==> config.mk <==
export PLATFORM = sky130hd
export DESIGN_NAME = decode_disp_imm_fetch
export DESIGN_NICKNAME = d
export VERILOG_FILES = /design/src/rtl/decode_disp_imm_fetch_pkg.sv /design/src/rtl/decode_disp_imm_fetch_field_accum.sv /design/src/rtl/decode_disp_imm_fetch.sv
export SDC_FILE = /design/constraint.sdc
export NUM_CORES = 1
export LEC_CHECK = 0
export BUFFER_PORTS_ARGS = -buffer_cell sky130_fd_sc_hd__buf_2
export CAP_MARGIN = 20
export CORE_MARGIN = 1
export CORE_UTILIZATION = 40
export DETAILED_ROUTE_END_ITERATION = 8
export REMOVE_ABC_BUFFERS = 1
export SYNTH_ARGS = -nofsm -noshare
export SYNTH_HDL_FRONTEND = slang
export SYNTH_SLANG_ARGS = --single-unit
==> constraint.sdc <==
create_clock -name clock -period 5.97 [get_ports clock]
set_clock_uncertainty 0.2 [all_clocks]
set_input_delay 0.597 -clock clock [delete_from_list [all_inputs] [get_ports clock]]
set_output_delay 0.597 -clock clock [all_outputs]
set_load 0.005 [all_outputs]
==> src/rtl/decode_disp_imm_fetch_pkg.sv <==
// Shared decode definitions for the displacement/immediate extractor:
// size encodings, FSM state enum and size-legality / sign-extension helpers.
package decode_disp_imm_fetch_pkg;

  localparam int unsigned SIZE_W = 3;

  localparam logic [SIZE_W-1:0] SIZE_0 = 3'd0;
  localparam logic [SIZE_W-1:0] SIZE_1 = 3'd1;
  localparam logic [SIZE_W-1:0] SIZE_2 = 3'd2;
  localparam logic [SIZE_W-1:0] SIZE_4 = 3'd4;
  localparam logic [SIZE_W-1:0] SIZE_6 = 3'd6;

  typedef enum logic [1:0] {
    IDLE = 2'd0,
    DISP = 2'd1,
    IMM  = 2'd2,
    DONE = 2'd3
  } state_e;

  // Both sizes must be one of the encodings and fit the configured maxima
  function automatic logic sizes_legal(input logic [SIZE_W-1:0] disp_size,
                                       input logic [SIZE_W-1:0] imm_size,
                                       input int unsigned       disp_max,
                                       input int unsigned       imm_max,
                                       input logic              far_en);
    logic disp_ok;
    logic imm_ok;
    case (disp_size)
      SIZE_0, SIZE_1, SIZE_2, SIZE_4: disp_ok = 1'b1;
      default:                        disp_ok = 1'b0;
    endcase
    case (imm_size)
      SIZE_0, SIZE_1, SIZE_2, SIZE_4: imm_ok = 1'b1;
      SIZE_6:                         imm_ok = far_en;
      default:                        imm_ok = 1'b0;
    endcase
    return disp_ok && imm_ok &&
           (32'(disp_size) <= disp_max) && (32'(imm_size) <= imm_max);
  endfunction

  // Sign-extend a 1- or 2-byte field from its top byte; wider fields pass through
  function automatic logic [31:0] sext_field(input logic [31:0]       value,
                                             input logic [SIZE_W-1:0] size,
                                             input logic              sext_en);
    logic [31:0] result;
    result = value;
    if (sext_en) begin
      case (size)
        SIZE_1:  result = {{24{value[7]}}, value[7:0]};
        SIZE_2:  result = {{16{value[15]}}, value[15:0]};
        default: result = value;
      endcase
    end
    return result;
  endfunction

endpackage

==> src/rtl/decode_disp_imm_fetch_field_accum.sv <==
// Generic little-endian byte accumulator: pops up to FETCH_WIDTH queue lanes
// per cycle into a N_BYTES field starting at the supplied byte offset.
module decode_field_accum #(
  parameter int unsigned N_BYTES     = 4,
  parameter int unsigned FETCH_WIDTH = 4,
  parameter int unsigned CNT_W       = $clog2(FETCH_WIDTH + 1),
  parameter int unsigned OFF_W       = 3
) (
  input  logic                     clock,
  input  logic                     reset,
  input  logic                     clear,
  input  logic                     enable,
  input  logic [OFF_W-1:0]         size,
  input  logic [OFF_W-1:0]         offset,
  input  logic [8*FETCH_WIDTH-1:0] queue_byte,
  input  logic [CNT_W-1:0]         queue_count,
  output logic [CNT_W-1:0]         take_c,
  output logic                     done_c,
  output logic [8*N_BYTES-1:0]     field_c
);

  logic [8*N_BYTES-1:0] field_q;
  int                   remaining_c;

  // Bytes taken this cycle: the smaller of what is left and what is queued
  always_comb begin
    take_c      = '0;
    done_c      = 1'b0;
    remaining_c = int'(size) - int'(offset);
    if (enable) begin
      if (remaining_c <= 0) begin
        take_c = '0;
      end else if (remaining_c < int'(queue_count)) begin
        take_c = CNT_W'(remaining_c);
      end else begin
        take_c = queue_count;
      end
      done_c = (int'(offset) + int'(take_c)) == int'(size);
    end
  end

  // Next field value: popped lane k lands at byte (offset + k)
  always_comb begin
    field_c = field_q;
    if (clear) begin
      field_c = '0;
    end else if (enable) begin
      for (int k = 0; k < int'(FETCH_WIDTH); k++) begin
        for (int j = 0; j < int'(N_BYTES); j++) begin
          if ((k < int'(take_c)) && ((int'(offset) + k) == j)) begin
            field_c[8*j +: 8] = queue_byte[8*k +: 8];
          end
        end
      end
    end
  end

  // Assembly register
  always_ff @(posedge clock or posedge reset) begin
    if (reset) begin
      field_q <= '0;
    end else begin
      field_q <= field_c;
    end
  end

endmodule

==> src/rtl/decode_disp_imm_fetch.sv <==
// Sequential displacement/immediate extractor between the prefetch byte queue
// and the execute-side operand latch. Fetches displacement then immediate
// bytes little-endian over as many cycles as the queue needs.
// Optional far-pointer (6-byte immediate) support: DECODE_DISP_IMM_FAR_PTR_EN.
module decode_disp_imm_fetch
  import decode_disp_imm_fetch_pkg::*;
#(
  parameter int unsigned FETCH_WIDTH = 4,
  parameter int unsigned DISP_MAX    = 4,
  parameter int unsigned IMM_MAX     = 6
) (
  input  logic                                 clock,
  input  logic                                 reset,
  input  logic                                 i_start,
  input  logic [2:0]                           i_disp_size,
  input  logic [2:0]                           i_imm_size,
  input  logic                                 i_disp_sext,
  input  logic                                 i_imm_sext,
  input  logic [8*FETCH_WIDTH-1:0]             i_queue_byte,
  input  logic [$clog2(FETCH_WIDTH+1)-1:0]     i_queue_count,
  output logic [$clog2(FETCH_WIDTH+1)-1:0]     o_queue_pop,
  output logic [31:0]                          o_displacement,
  output logic [31:0]                          o_immediate,
  output logic [15:0]                          o_selector,
  output logic [3:0]                           o_consume_bytes,
  output logic                                 o_valid,
  input  logic                                 i_accept,
  output logic                                 o_busy,
  output logic                                 o_error
);

  localparam int unsigned CNT_W = $clog2(FETCH_WIDTH + 1);

`ifdef DECODE_DISP_IMM_FAR_PTR_EN
  localparam logic        FAR_EN        = 1'b1;
  localparam int unsigned IMM_ACC_BYTES = 6;
`else
  localparam logic        FAR_EN        = 1'b0;
  localparam int unsigned IMM_ACC_BYTES = 4;
`endif

  state_e                     state_q;
  state_e                     state_d;
  logic [SIZE_W-1:0]          disp_size_q;
  logic [SIZE_W-1:0]          imm_size_q;
  logic                       disp_sext_q;
  logic                       imm_sext_q;
  logic [SIZE_W-1:0]          rcv_q;
  logic [SIZE_W-1:0]          rcv_d;

  logic                       legal_c;
  logic                       start_ok_c;
  logic                       err_c;
  logic                       disp_en_c;
  logic                       imm_en_c;
  logic                       load_out_c;

  logic [CNT_W-1:0]           disp_take_c;
  logic [CNT_W-1:0]           imm_take_c;
  logic                       disp_done_c;
  logic                       imm_done_c;
  logic [31:0]                disp_field_c;
  logic [8*IMM_ACC_BYTES-1:0] imm_field_c;

  assign legal_c    = sizes_legal(i_disp_size, i_imm_size, DISP_MAX, IMM_MAX, FAR_EN);
  assign start_ok_c = (state_q == IDLE) && i_start && legal_c;
  assign err_c      = (state_q == IDLE) && i_start && !legal_c;
  assign disp_en_c  = (state_q == DISP);
  assign imm_en_c   = (state_q == IMM);

  decode_field_accum #(
    .N_BYTES    (4),
    .FETCH_WIDTH(FETCH_WIDTH),
    .CNT_W      (CNT_W),
    .OFF_W      (SIZE_W)
  ) u_disp_accum (
    .clock      (clock),
    .reset      (reset),
    .clear      (start_ok_c),
    .enable     (disp_en_c),
    .size       (disp_size_q),
    .offset     (rcv_q),
    .queue_byte (i_queue_byte),
    .queue_count(i_queue_count),
    .take_c     (disp_take_c),
    .done_c     (disp_done_c),
    .field_c    (disp_field_c)
  );

  decode_field_accum #(
    .N_BYTES    (IMM_ACC_BYTES),
    .FETCH_WIDTH(FETCH_WIDTH),
    .CNT_W      (CNT_W),
    .OFF_W      (SIZE_W)
  ) u_imm_accum (
    .clock      (clock),
    .reset      (reset),
    .clear      (start_ok_c),
    .enable     (imm_en_c),
    .size       (imm_size_q),
    .offset     (rcv_q),
    .queue_byte (i_queue_byte),
    .queue_count(i_queue_count),
    .take_c     (imm_take_c),
    .done_c     (imm_done_c),
    .field_c    (imm_field_c)
  );

  // FSM state register
  always_ff @(posedge clock or posedge reset) begin
    if (reset) begin
      state_q <= IDLE;
    end else begin
      state_q <= state_d;
    end
  end

  // FSM next state: skip empty fields, advance the cycle after a field completes
  always_comb begin
    state_d = state_q;
    case (state_q)
      IDLE: begin
        if (start_ok_c) begin
          if (i_disp_size != SIZE_0) begin
            state_d = DISP;
          end else if (i_imm_size != SIZE_0) begin
            state_d = IMM;
          end else begin
            state_d = DONE;
          end
        end
      end
      DISP: begin
        if (disp_done_c) begin
          state_d = (imm_size_q != SIZE_0) ? IMM : DONE;
        end
      end
      IMM: begin
        if (imm_done_c) begin
          state_d = DONE;
        end
      end
      DONE: begin
        if (i_accept) begin
          state_d = IDLE;
        end
      end
      default: state_d = IDLE;
    endcase
  end

  // FSM outputs: queue pop, field byte counter, result load strobe
  always_comb begin
    o_queue_pop = '0;
    rcv_d       = rcv_q;
    case (state_q)
      IDLE: rcv_d = '0;
      DISP: begin
        o_queue_pop = disp_take_c;
        rcv_d       = disp_done_c ? '0 : rcv_q + SIZE_W'(disp_take_c);
      end
      IMM: begin
        o_queue_pop = imm_take_c;
        rcv_d       = imm_done_c ? '0 : rcv_q + SIZE_W'(imm_take_c);
      end
      default: rcv_d = rcv_q;
    endcase
    load_out_c = (state_d == DONE) && (state_q != DONE);
  end

  // Latched request attributes and field byte counter
  always_ff @(posedge clock or posedge reset) begin
    if (reset) begin
      disp_size_q <= '0;
      imm_size_q  <= '0;
      disp_sext_q <= 1'b0;
      imm_sext_q  <= 1'b0;
      rcv_q       <= '0;
    end else begin
      rcv_q <= rcv_d;
      if (start_ok_c) begin
        disp_size_q <= i_disp_size;
        imm_size_q  <= i_imm_size;
        disp_sext_q <= i_disp_sext;
        imm_sext_q  <= i_imm_sext;
      end
    end
  end

  // Registered results, loaded once on entry to DONE and held until accepted
  always_ff @(posedge clock or posedge reset) begin
    if (reset) begin
      o_displacement  <= '0;
      o_immediate     <= '0;
      o_consume_bytes <= '0;
      o_valid         <= 1'b0;
      o_busy          <= 1'b0;
      o_error         <= 1'b0;
    end else begin
      o_valid <= (state_d == DONE);
      o_busy  <= (state_d != IDLE);
      o_error <= err_c;
      if (load_out_c) begin
        o_displacement  <= sext_field(disp_field_c, disp_size_q, disp_sext_q);
        o_immediate     <= sext_field(imm_field_c[31:0], imm_size_q, imm_sext_q);
        o_consume_bytes <= (state_q == IDLE) ? 4'd0
                                             : 4'(disp_size_q) + 4'(imm_size_q);
      end
    end
  end

`ifdef DECODE_DISP_IMM_FAR_PTR_EN
  logic [15:0] selector_q;

  // Far-pointer selector: immediate bytes 4-5
  always_ff @(posedge clock or posedge reset) begin
    if (reset) begin
      selector_q <= '0;
    end else if (load_out_c) begin
      selector_q <= imm_field_c[47:32];
    end
  end

  assign o_selector = selector_q;
`else
  assign o_selector = 16'd0;
`endif

endmodule

After elaboration in Yosys (flattened, before gate mapping):

Cells that the tools add are included.

* register bits: 148
* output and inout bits: 90

* $add $sub $neg: 10
* magnitude comparators: 14
* equality and inequality tests: 29
* multiplexer cells: 65
* reduce and logical (&&, ||, !) cells: 54

Operator list (number)
* $mux 8: 32
* $eq 32x3->1 const B: 6
* $mux 32: 6
* $logic_not 32->1: 4
* $pmux 32 s2: 2
* $eq 32x2->1 const B: 3
* $eq 32x4->1: 2
* $le 32x1->1 const B: 2
* $lt 32x4->1: 2
* $logic_and 1x1->1: 39
* $mux 3: 10
* $eq 3x2->1 const B: 5
* $add 3x3->4: 3
* $eq 3x1->1 const B: 4
* $eq 3x3->1 const B: 4
* $lt 1x3->1 const A: 4
* $lt 2x3->1 const A: 4
* $reduce_bool 3->1: 4
* $mux 2: 5
* $pmux 3 s3: 1
* $add 3x2->4 const B: 2
* $pmux 2 s4: 1
* $reduce_or 4->1: 2
* $sub 3x3->4: 2
* 13 further kinds: 23

Depth between registers and ports, before layout:

Gate-level depths: netlist of the first run.

* depth in word-level cells: 16
* gate-level depth with buffers: 23

Cells and area by module:

From an unflattened synthesis of the first run, not the netlist that was laid out.

* cell total of the unflattened synthesis: 1003
* area, all modules: 9524.1 µm²

By module, submodules not included
* decode_disp_imm_fetch: times used 1, cells each 405, area an instance 4224.1 µm², sequential area each 2102.0 µm²
* decode_field_accum at u_disp_accum: times used 1, cells each 323, area an instance 2857.7 µm², sequential area each 800.8 µm²
* decode_field_accum at u_imm_accum: times used 1, cells each 275, area an instance 2442.3 µm², sequential area each 800.8 µm²

Worst setup path after synthesis of the first run:

OpenSTA, ideal clock, no wires.

* kind: reg2reg
* from: register rcv_q[1]
* to: register o_displacement[25]
* arrival time: 5678 ps
* data required time: 5680 ps
* setup slack: 2 ps
* stages on the path, launching flop included: 21
* cells stage by stage: dfrtp_1 -> clkbuf_1 -> inv_1 -> fa_1 -> xnor2_1 -> inv_1 -> ha_1 -> and2_1 -> o221ai_2 -> nor2_1 -> ha_1 -> fa_1 -> xor2_1 -> or3_1 -> a211oi_2 -> a41oi_1 -> a2111oi_4 -> nor2_2 -> or4b_1 -> buf_2 -> o2111ai_1

* word-level cells in the longest chain between the ends: 16

RTL lines
* from (decl): line decode_disp_imm_fetch.sv:48 `logic [SIZE_W-1:0] rcv_q;`
* from (signal assigned): line decode_disp_imm_fetch.sv:180 `rcv_q <= rcv_d;`
* $sub 3x3->4: line decode_disp_imm_fetch_field_accum.sv:29 `remaining_c = int'(size) - int'(offset);`
* $lt 32x4->1: line decode_disp_imm_fetch_field_accum.sv:33 `end else if (remaining_c < int'(queue_count)) begin`
* $mux 3: line decode_disp_imm_fetch_field_accum.sv:33
* $mux 3: line decode_disp_imm_fetch_field_accum.sv:31 `if (remaining_c <= 0) begin`
* $mux 3 (2 in series): line decode_disp_imm_fetch_field_accum.sv:30 `if (enable) begin`
* $lt 1x3->1: line decode_disp_imm_fetch_field_accum.sv:50 `if ((k < int'(take_c)) && ((int'(offset) + k) == j)) begin`
* $logic_and 1x1->1: line decode_disp_imm_fetch_field_accum.sv:50
* $mux 8 (4 in series): line decode_disp_imm_fetch_field_accum.sv:50
* $mux 32: line decode_disp_imm_fetch_field_accum.sv:47 `end else if (enable) begin`
* $mux 32: line decode_disp_imm_fetch_field_accum.sv:45 `if (clear) begin`
* $pmux 32 s2: line decode_disp_imm_fetch_pkg.sv:48 `case (size)`
* $mux 32: line decode_disp_imm_fetch_pkg.sv:47 `if (sext_en) begin`
* to (signal assigned): line decode_disp_imm_fetch.sv:204 `o_displacement <= sext_field(disp_field_c, disp_size_q, disp_sext_q);`
* to (decl): line decode_disp_imm_fetch.sv:22 `output logic [31:0] o_displacement,`

Parallel ways exist; a longest one is shown, timed or not. The select of a mux whose other input is x is not followed.
A chain may end at the register's enable or synchronous reset.

Final worst setup path of the first run:

* from: register imm_size_q[0]
* to: register o_immediate[24]

* word-level cells in the longest chain between the ends: 16

RTL lines
* from (decl): line decode_disp_imm_fetch.sv:45 `logic [SIZE_W-1:0] imm_size_q;`
* from (signal assigned): line decode_disp_imm_fetch.sv:183 `imm_size_q <= i_imm_size;`
* $sub 3x3->4: line decode_disp_imm_fetch_field_accum.sv:29
* $lt 32x4->1: line decode_disp_imm_fetch_field_accum.sv:33
* $mux 3: line decode_disp_imm_fetch_field_accum.sv:33
* $mux 3: line decode_disp_imm_fetch_field_accum.sv:31
* $mux 3 (2 in series): line decode_disp_imm_fetch_field_accum.sv:30
* $lt 1x3->1: line decode_disp_imm_fetch_field_accum.sv:50
* $logic_and 1x1->1: line decode_disp_imm_fetch_field_accum.sv:50
* $mux 8 (4 in series): line decode_disp_imm_fetch_field_accum.sv:50
* $mux 32: line decode_disp_imm_fetch_field_accum.sv:47
* $mux 32: line decode_disp_imm_fetch_field_accum.sv:45
* $pmux 32 s2: line decode_disp_imm_fetch_pkg.sv:48
* $mux 32: line decode_disp_imm_fetch_pkg.sv:47
* to (signal assigned): line decode_disp_imm_fetch.sv:205 `o_immediate <= sext_field(imm_field_c[31:0], imm_size_q, imm_sext_q);`
* to (decl): line decode_disp_imm_fetch.sv:23 `output logic [31:0] o_immediate,`

Parallel ways exist; a longest one is shown, timed or not. The select of a mux whose other input is x is not followed.

==> flow_summary.ini, run 1 <==
[sta]
finalMaxSlewViolations = 0
max_freq_mhz = 177
fin_setup_tns_ns = 0
rsz0062_at_grt = false
max-slew-margin-rel_pct = 35.2
tightest_slew_ns = 0.971
final-setup-viol-count = 0
timing.final.crit_share_pct = 94.8
min_period_ns = 5.66
hold_viol = 0

[pwr]
p_per_area_nw_per_um2 = 618
ir_drop_mv = 0.283
power.static_leakage_nw = 4.95

[cts]
cts_tree = done
clk_pin_slew_worst_paths_ns = 0.06
clock-sinks = 148
htreeDepth = 4
numCtsBuffers = 17
clockRootBuffer = clkbuf_16
postCtsSetupBuffers = 0
clk_latency_ns = 0.43
cts.path.max_buffers = 2

[synthesis]
synth_area_um2 = 8900
synth_warnings = 0
synthSimpleGateAreaFrac_pct = 14.0
synthArstFlopShare_pct = 100
yosys_most_used_dff = dfrtp_1
synth-compound-area-share_pct = 23.9
synth_mux_area_share_pct = 8.32
synthXorXnorAreaFrac_pct = 1.48
ys_top_cells_by_area = dfrtp_1 (42%), mux2i_1 (6.3%), o21ai_0 (3.8%)
synth_fa_ha_area_share_pct = 5.37
synth-seq-cells = 148
syn-mean-instance-area_um2 = 9.57
synth_top_area_share_pct = 41.6
syn_inst = 930
yosysMostFrequentCell = dfrtp_1
synth_commonest_cells = dfrtp_1 (148), nor2_1 (80), nand2_1 (73), o21ai_0 (68), mux2i_1 (56)
yosysUniqueCellTypes = 66
yosysTopAreaCell = dfrtp_1
yosysSeqAreaShare_pct = 41.6
synth_edf_count = 0
synth_top_family_by_area = compound AO/OA/AOI/OAI gates

[detailed_routing]
drc = 0
drtIter0Drc = 650
drt.antenna.violating_nets = 0
vias = 7822
routed_wirelength_um = 28100
vias_per_cell = 5.87
wl_per_cell_um = 21.1
drt_pass1_iterations = 6

[grt]
antenna_found_initial = 0
overflow = 0
first_global_vias = 7443
grt_pass1_wl_um = 43100
grt_start_max_net_pins = 90
grtUsageTotal_pct = 25.2

[die]
ioPinCount = 137
initial_utilization_pct = 40.8
core_area_um2 = 21800
die_w_um = 151
dieHeight_um = 151
rows = 54
dieArea_um2 = 22900

[cells_and_area]
nFillCells = 2101
seqCellArea_um2 = 3700
postLayoutCoreUtil_pct = 48.5
multiInputGateArea_um2 = 4870
num-nets-final = 1120
drive_above_1_share_pct = 23.1
n_antenna_cell = 0
syn_to_final_growth_pct = 18.9

[setup_path]
crit_type = flip-flop to flip-flop
crit_path_cell_trace = inv_1 > ha_1 > fa_1 > xor2_1 > inv_1 > ha_1 > nand2_1 > o21ai_2 > nor2_1 > a21oi_1 > nor2_1 > ha_1 > fa_1 > xor2_1 > or2_0 > a2111oi_4 > a41oi_2 > a2111oi_4 > nor2_4 > buf_6 > a211oi_4 > buf_6 > a211o_1
required_ns = 6.14
cp_common_cell = ha_1
max_stage_delay_ns = 0.47
cpMaxStageDelayCell = a2111oi_4
cp-end-kind = flip-flop
start_kind = flip-flop
path_max_fanout = 11
crit_arrival_ns = 5.83

[status]
status = finished clean

[placement]
place.gp.congestion = 0.946
io_buffers = 120
dpl.hpwl_um = 19700

[min_path]
hold_path.class = input port to asynchronous set/reset pin

[job]
maxCapViolCount = 0
## cell usage in the layout (no fill, tap or decap), drive strengths merged, types with 11 or more instances in the layout
master and n:
nor3 17, a21oi 44, and2 22, clkbuf 19, conb 16, nand3 13, nor2 82, a221o 23
a211o 27, nand2b 18, dfrtp 148, buf 157, mux2 16, inv 29, mux2i 56, a21o 11
a22oi 22, nand2 73, o21ai 72, ha 27, a211oi 19
## cell type report
class / instances / area share, %
clock buffers: 19 / 4.19
repair buffers: 157 / 8.63
well taps: 280 / 3.31
multi-input cells: 690 / 46.1
clock inverters: 13 / 1.83
inverters: 25 / 0.934
flip-flops and latches: 148 / 35.0
## metrics by stage
step	hold WS [ns]	setup WS [ns]	area, um^2	power (mW)	std cells
2_1_floorplan	0.247	-1.51	8580	4.03	863
3_3_place_gp	0.267	0.222	9830	5.18	1299
3_5_place_dp	0.271	0.111	9830	5.23	1299
4_1_cts	0.147	0.0813	10500	6.44	1331
5_1_grt	0.187	0.00866	10600	7.01	1332
6_report	0.111	0.308	10600	6.53	1332
## registers in the layout (all words and copies together) (netlist names)
register	count
o_displacement	32
o_valid	1
imm_size_q	3
imm_sext_q	1
o_consume_bytes	4
o_error	1
u_imm_accum.field_q	32
u_disp_accum.field_q	32
rcv_q	3
disp_sext_q	1
state_q	2
o_busy	1
o_immediate	32
disp_size_q	3
## report_power, final
group          switching [mW]  leakage [nW]  total [mW]  internal, mW
sequential              0.226          1.85        1.68          1.46
combinational            2.10          2.79        3.66          1.56
clock                   0.467         0.314        1.19         0.718
## cells by family after synthesis
group	count (synthesis)
flip-flops	148
adder cells (fa/ha/maj)	34
multiplexers	72
buffers and inverters	107
XOR/XNOR	15
AND/OR/NAND/NOR	262
other	1
AO/OA/AOI/OAI	291
## layer usage
layer	wire length (um)	track usage (%)
met1	12500	35.4
met3	1820	4.76
met4	669	8.05
met5	0	0
met2	13100	39.0
## repair_timing
action / CTS / global route
gates resized for setup: 0 / 27
endpoints found under the hold margin: 0 / 0
hold buffers: 0 / 0
setup endpoints to repair: 0 / 65
## worst paths after layout
kind	startpoint	to	slack [ns]	cells past startpoint
setup / recovery	imm_size_q[0]	o_immediate[24]	0.31	23
hold / removal	reset	o_error	0.11	2
setup reg to reg	imm_size_q[0]	o_immediate[24]	0.31	23
hold reg to reg	o_immediate[28]	o_immediate[28]	0.28	1
max in group asynchronous	reset	u_disp_accum.field_q[31]	4.09	3
min in group clock	i_imm_sext	imm_sext_q	0.17	3
## worst max-delay path, delay by kind of cell, from the launching register on
kind | cells | cell delay [ns]
flops | 1 | 0.34
simple gates | 5 | 0.61
xor+xnor | 2 | 0.41
buf+inv | 4 | 0.56
compound gates | 7 | 1.83
fa+ha+maj | 5 | 1.63
Power figures use the tool's default switching activity.
==> run 2: changes to the inputs <==
--- a/config.mk
+++ b/config.mk
@@ -7,9 +7,12 @@
 export LEC_CHECK = 0
 export BUFFER_PORTS_ARGS = -buffer_cell sky130_fd_sc_hd__buf_2
 export CAP_MARGIN = 20
+export CELL_PAD_IN_SITES_DETAIL_PLACEMENT = 1
+export CELL_PAD_IN_SITES_GLOBAL_PLACEMENT = 1
 export CORE_MARGIN = 1
 export CORE_UTILIZATION = 40
 export DETAILED_ROUTE_END_ITERATION = 8
+export PLACE_DENSITY_LB_ADDON = 0.1
 export REMOVE_ABC_BUFFERS = 1
 export SYNTH_ARGS = -nofsm -noshare
 export SYNTH_HDL_FRONTEND = slang
==> flow_summary.ini, run 2 (synthesis results as in run 1) <==
[setup_path]
cpMaxStageDelayCell = or4b_4
path_max_fanout = 8
crit_type = flip-flop to flip-flop
cp_common_cell = inv_1
r2r_slack_ns = 0.22
crit_path_cell_trace = inv_1 > ha_1 > inv_1 > fa_1 > xnor2_2 > inv_1 > ha_1 > and2_1 > a311oi_4 > nor2_1 > a21oi_2 > nor2_2 > fa_1 > xor2_1 > or3_1 > a211oi_2 > a41oi_2 > a2111oi_4 > nor2_4 > or4b_4 > o2111ai_1
crit_arrival_ns = 5.89
cp-end-kind = flip-flop
start_kind = flip-flop
max_stage_delay_ns = 0.59
required_ns = 6.11
rr_worst_depth = 21
r2r-start = disp_size_q[0]
reg2reg_to = o_displacement[31]

[detailed_routing]
drc = 0
vias_per_cell = 5.92
drt_pass1_iterations = 8
routed_wirelength_um = 31600
wl_per_cell_um = 23.7
drt.antenna.violating_nets = 0
drtIter0Drc = 566
vias = 7895

[sta]
finalMaxSlewViolations = 0
min_period_ns = 5.75
final-setup-viol-count = 0
tightest_slew_ns = 1.08
timing.final.crit_share_pct = 96.4
max_freq_mhz = 174
rsz0062_at_grt = false
hold_viol = 0
max-slew-margin-rel_pct = 27.9

[cts]
clockRootBuffer = clkbuf_16
clk_latency_ns = 0.44
postCtsSetupBuffers = 0
cts_tree = done
htreeDepth = 4
clk_pin_slew_worst_paths_ns = 0.07
post_cts_resized = 0
cts.path.max_buffers = 2
numCtsBuffers = 17
clock-sinks = 148
cts_hold_buf = 0

[die]
dieHeight_um = 151
rows = 54
dieArea_um2 = 22900
die_w_um = 151
ioPinCount = 137
initial_utilization_pct = 40.8
core_area_um2 = 21800

[min_path]
hold_path.class = input port to flip-flop
min_from = i_disp_sext
hold_depth = 3
hold_path_end = disp_sext_q

[cells_and_area]
n_antenna_cell = 0
final_common_cell = dfrtp_1
seqCellArea_um2 = 3700
num-nets-final = 1122
layout_common_cells = dfrtp_1 (148), buf_2 (121), nor2_1 (77)
nFillCells = 2498
drive_above_1_share_pct = 23.2
postLayoutCoreUtil_pct = 48.3
multiInputGateArea_um2 = 4870
syn_to_final_growth_pct = 18.4

[placement]
io_buffers = 120
dpl.hpwl_um = 21800
place.gp.congestion = 0.873

[grt]
grt_start_max_net_pins = 104
grtUsageTotal_pct = 28.5
first_global_vias = 8121
grt_pass1_wl_um = 48000
overflow = 0
met2_usage_pct = 45.8
use_met3_pct = 5.24
gr-max-usage-layer = met2
grtUsageMet1_pct = 39.1
antenna_found_initial = 0

[pwr]
pwr-share-comb_pct = 58.0
clkPwrFrac_pct = 16.5
p_per_area_nw_per_um2 = 624
intPower_mw = 3.65
switchingPower_mw = 2.93
power.static_leakage_nw = 4.94
ir_drop_mv = 0.261
p_total_mw = 6.58
pwr-share-seq_pct = 25.5
swShare_pct = 44.6

[status]
status = finished clean

[job]
maxCapViolCount = 0
[run 2: final cells by class]
class | instances | share of cell area, %
Clock buffer | 18 | 4.17
Multi-Input combinational cell | 690 | 46.2
Timing Repair Buffer | 159 | 8.90
Sequential cell | 148 | 35.1
Inverter | 25 | 0.938
Tap cell | 280 | 3.32
Clock inverter | 14 | 1.31
[run 2: power groups by stage]
| stage | logic (mW) | clock network, mW | registers [mW] |
|---|---|---|---|
| after global placement | 3.54 | 0 | 1.68 |
| after global routing | 4.21 | 1.14 | 1.73 |
| final | 3.81 | 1.09 | 1.68 |
| after floorplan | 2.34 | 0 | 1.70 |
| after CTS | 3.66 | 1.11 | 1.68 |
| after detailed placement | 3.62 | 0 | 1.69 |
[run 2: how the worst max path moves through the flow]
stage	startpoint	to	slack, ns	cells past startpoint
6_report	disp_size_q[0]	o_displacement[31]	0.22	21
5_1_grt	disp_size_q[0]	o_displacement[31]	0.02	21
4_1_cts	rcv_q[0]	o_displacement[31]	0.001	19
3_5_place_dp	rcv_q[0]	o_displacement[31]	0.04	19
3_3_place_gp	rcv_q[0]	o_displacement[28]	0.18	19
2_1_floorplan	rcv_q[1]	o_displacement[16]	-1.51	18
[run 2: worst max-delay path: cells and delay by family (launching register included)]
family	cells	cell delay, ns
buf+inv	3	0.22
xor+xnor	2	0.35
compound gates	6	1.67
flops	1	0.38
simple gates	6	1.46
fa+ha+maj	4	1.38
[run 2: layer usage]
| metal | routed length, um | part of all wire (%) | up-vias |
|---|---|---|---|
| met1 | 14300 | 45 | 4048 |
| met2 | 15200 | 48 | 218 |
| met3 | 1600 | 5.1 | 40 |
| met5 | 0 | 0 | - |
| li1 | - | - | 3589 |
| met4 | 535 | 1.7 | 0 |
[run 2: per-stage QoR]
stage	cells	instance area (um^2)	setup TNS, ns	hold WS [ns]	setup WS, ns
after detailed placement	1300	9840	0	0.269	0.0380
after floorplan	863	8580	-85.56	0.247	-1.51
after CTS	1332	10400	0	0.156	0.000982
final	1334	10500	0	0.167	0.217
after global placement	1299	9830	0	0.270	0.177
after global routing	1334	10500	0	0.183	0.0201
==> run 3: changes to the inputs <==
--- a/config.mk
+++ b/config.mk
@@ -9,6 +9,7 @@
 export CAP_MARGIN = 20
 export CELL_PAD_IN_SITES_DETAIL_PLACEMENT = 1
 export CELL_PAD_IN_SITES_GLOBAL_PLACEMENT = 1
+export CORE_ASPECT_RATIO = 0.9
 export CORE_MARGIN = 1
 export CORE_UTILIZATION = 40
 export DETAILED_ROUTE_END_ITERATION = 8
==> flow_summary.ini, run 3 (synthesis results as in run 1) <==
[placement]
io_buffers = 120
place_inst = 1318
place.gp.congestion = 0.832
dpl.hpwl_um = 21800

[sta]
fin_setup_tns_ns = 0
timing.final.crit_share_pct = 95.6
final-setup-viol-count = 0
tightest_slew_ns = 0.826
max-slew-margin-rel_pct = 44.9
finalMaxSlewViolations = 0
hold_viol = 0
max_freq_mhz = 175
min_period_ns = 5.71

[grt]
grt_start_max_net_pins = 91
grtUsageTotal_pct = 28.0
grt_pass1_wl_um = 48400
overflow = 0
antenna_found_initial = 0
first_global_vias = 8094

[cts]
cts.path.max_buffers = 2
numCtsBuffers = 17
clock-sinks = 148
cts_tree = done
clockRootBuffer = clkbuf_16
cts_hold_buf = 0
clk_pin_slew_worst_paths_ns = 0.07
htreeDepth = 4
clk_latency_ns = 0.44

[pwr]
power.static_leakage_nw = 4.98
p_per_area_nw_per_um2 = 633
ir_drop_mv = 0.211

[setup_path]
cp-end-kind = flip-flop
cp_common_cell = nor2_1
path_max_fanout = 34
required_ns = 6.14
crit_path_cell_trace = inv_2 > ha_1 > inv_1 > fa_1 > xnor2_2 > inv_1 > ha_1 > and2_1 > a311oi_4 > nor2_1 > a21oi_2 > nor2_1 > fa_1 > xor2_1 > or3_1 > a211oi_2 > a41oi_2 > a2111oi_4 > nor2_4 > buf_12 > nor2_1 > a221o_1
max_stage_delay_ns = 0.50
crit_type = flip-flop to flip-flop
start_kind = flip-flop
cpMaxStageDelayCell = a2111oi_4
crit_arrival_ns = 5.88

[cells_and_area]
n_antenna_cell = 0
syn_to_final_growth_pct = 19.0
drive_above_1_share_pct = 23.2
nFillCells = 2479
seqCellArea_um2 = 3700
multiInputGateArea_um2 = 4830
num-nets-final = 1129
fin_cells = 1352
layout_common_cells = dfrtp_1 (148), buf_2 (120), nor2_1 (80)
final_common_cell = dfrtp_1

[detailed_routing]
drc = 0
drt.antenna.violating_nets = 0
vias_per_cell = 5.90
vias = 7979
drt_pass1_iterations = 7
drtIter0Drc = 631
wl_per_cell_um = 23.3
routed_wirelength_um = 31600

[die]
dieArea_um2 = 22900
ioPinCount = 137
dieHeight_um = 144
initial_utilization_pct = 40.9
die_w_um = 159
rows = 51
core_area_um2 = 21800

[min_path]
hold_path.class = input port to asynchronous set/reset pin

[job]
maxCapViolCount = 0

[status]
status = finished clean
==> run 3: cell type report <==
cell class	instances	share of cell area [%]
Tap cell	291	3.44
Clock buffer	18	4.05
Sequential cell	148	35.0
Inverter	25	0.933
Clock inverter	14	1.77
Timing Repair Buffer	166	9.25
Multi-Input combinational cell	690	45.6
==> run 3: worst max-delay path: cells and delay by family, from the launching register on <==
kind                     cells  cell delay [ns]
AO/OA/AOI/OAI                6             1.61
XOR/XNOR                     2             0.37
adder cells (fa/ha/maj)      4             1.31
buffers and inverters        4             0.42
flip-flops                   1             0.45
AND/OR/NAND/NOR              6             1.24
==> run 3: what timing repair did <==
| item | 4_1_cts | 5_1_grt |
|---|---|---|
| setup endpoints to repair | 0 | 48 |
| resized for setup | 0 | 11 |
| buffers inserted | 0 | 1 |
| hold endpoints to repair | 0 | 0 |
==> run 3: through the flow <==
stage	power [mW]	cell area, um^2	hold WS [ns]	util, %	setup slack (ns)
after floorplan	4.03	8580	0.247	-	-1.51
after global placement	5.34	9910	0.263	45.5	0.184
after detailed placement	5.42	9910	0.272	45.5	0.0844
after CTS	6.62	10500	0.143	48.4	0.0384
after global routing	7.16	10600	0.168	48.7	-0.00171
final	6.70	10600	0.114	48.7	0.261
==> run 3: power breakdown <==
group / switching [mW] / internal, mW
Combinational: 2.22 / 1.63
Clock: 0.491 / 0.672
Sequential: 0.229 / 1.46
Total: 2.94 / 3.76
==> run 3: worst paths after layout <==
path                           startpoint                  to  slack, ns  depth (start not counted)
setup / recovery           disp_size_q[0]      o_immediate[9]       0.26                         22
hold / removal                      reset  o_consume_bytes[1]       0.11                          2
setup reg to reg           disp_size_q[0]      o_immediate[9]       0.26                         22
hold reg to reg                imm_sext_q          imm_sext_q       0.28                          2
max in group asynchronous           reset  o_displacement[31]       4.11                          3
min in group clock            i_disp_sext         disp_sext_q       0.15                          3
==> run 3: per-layer routing <==
layer  vias up  GRT usage [%]  wire length, um
met4         0           9.31              565
met5         -              0                0
met3        42           4.85             1960
li1       3608              -                -
met1      4012           39.4            14900
met2       317           43.6            14100
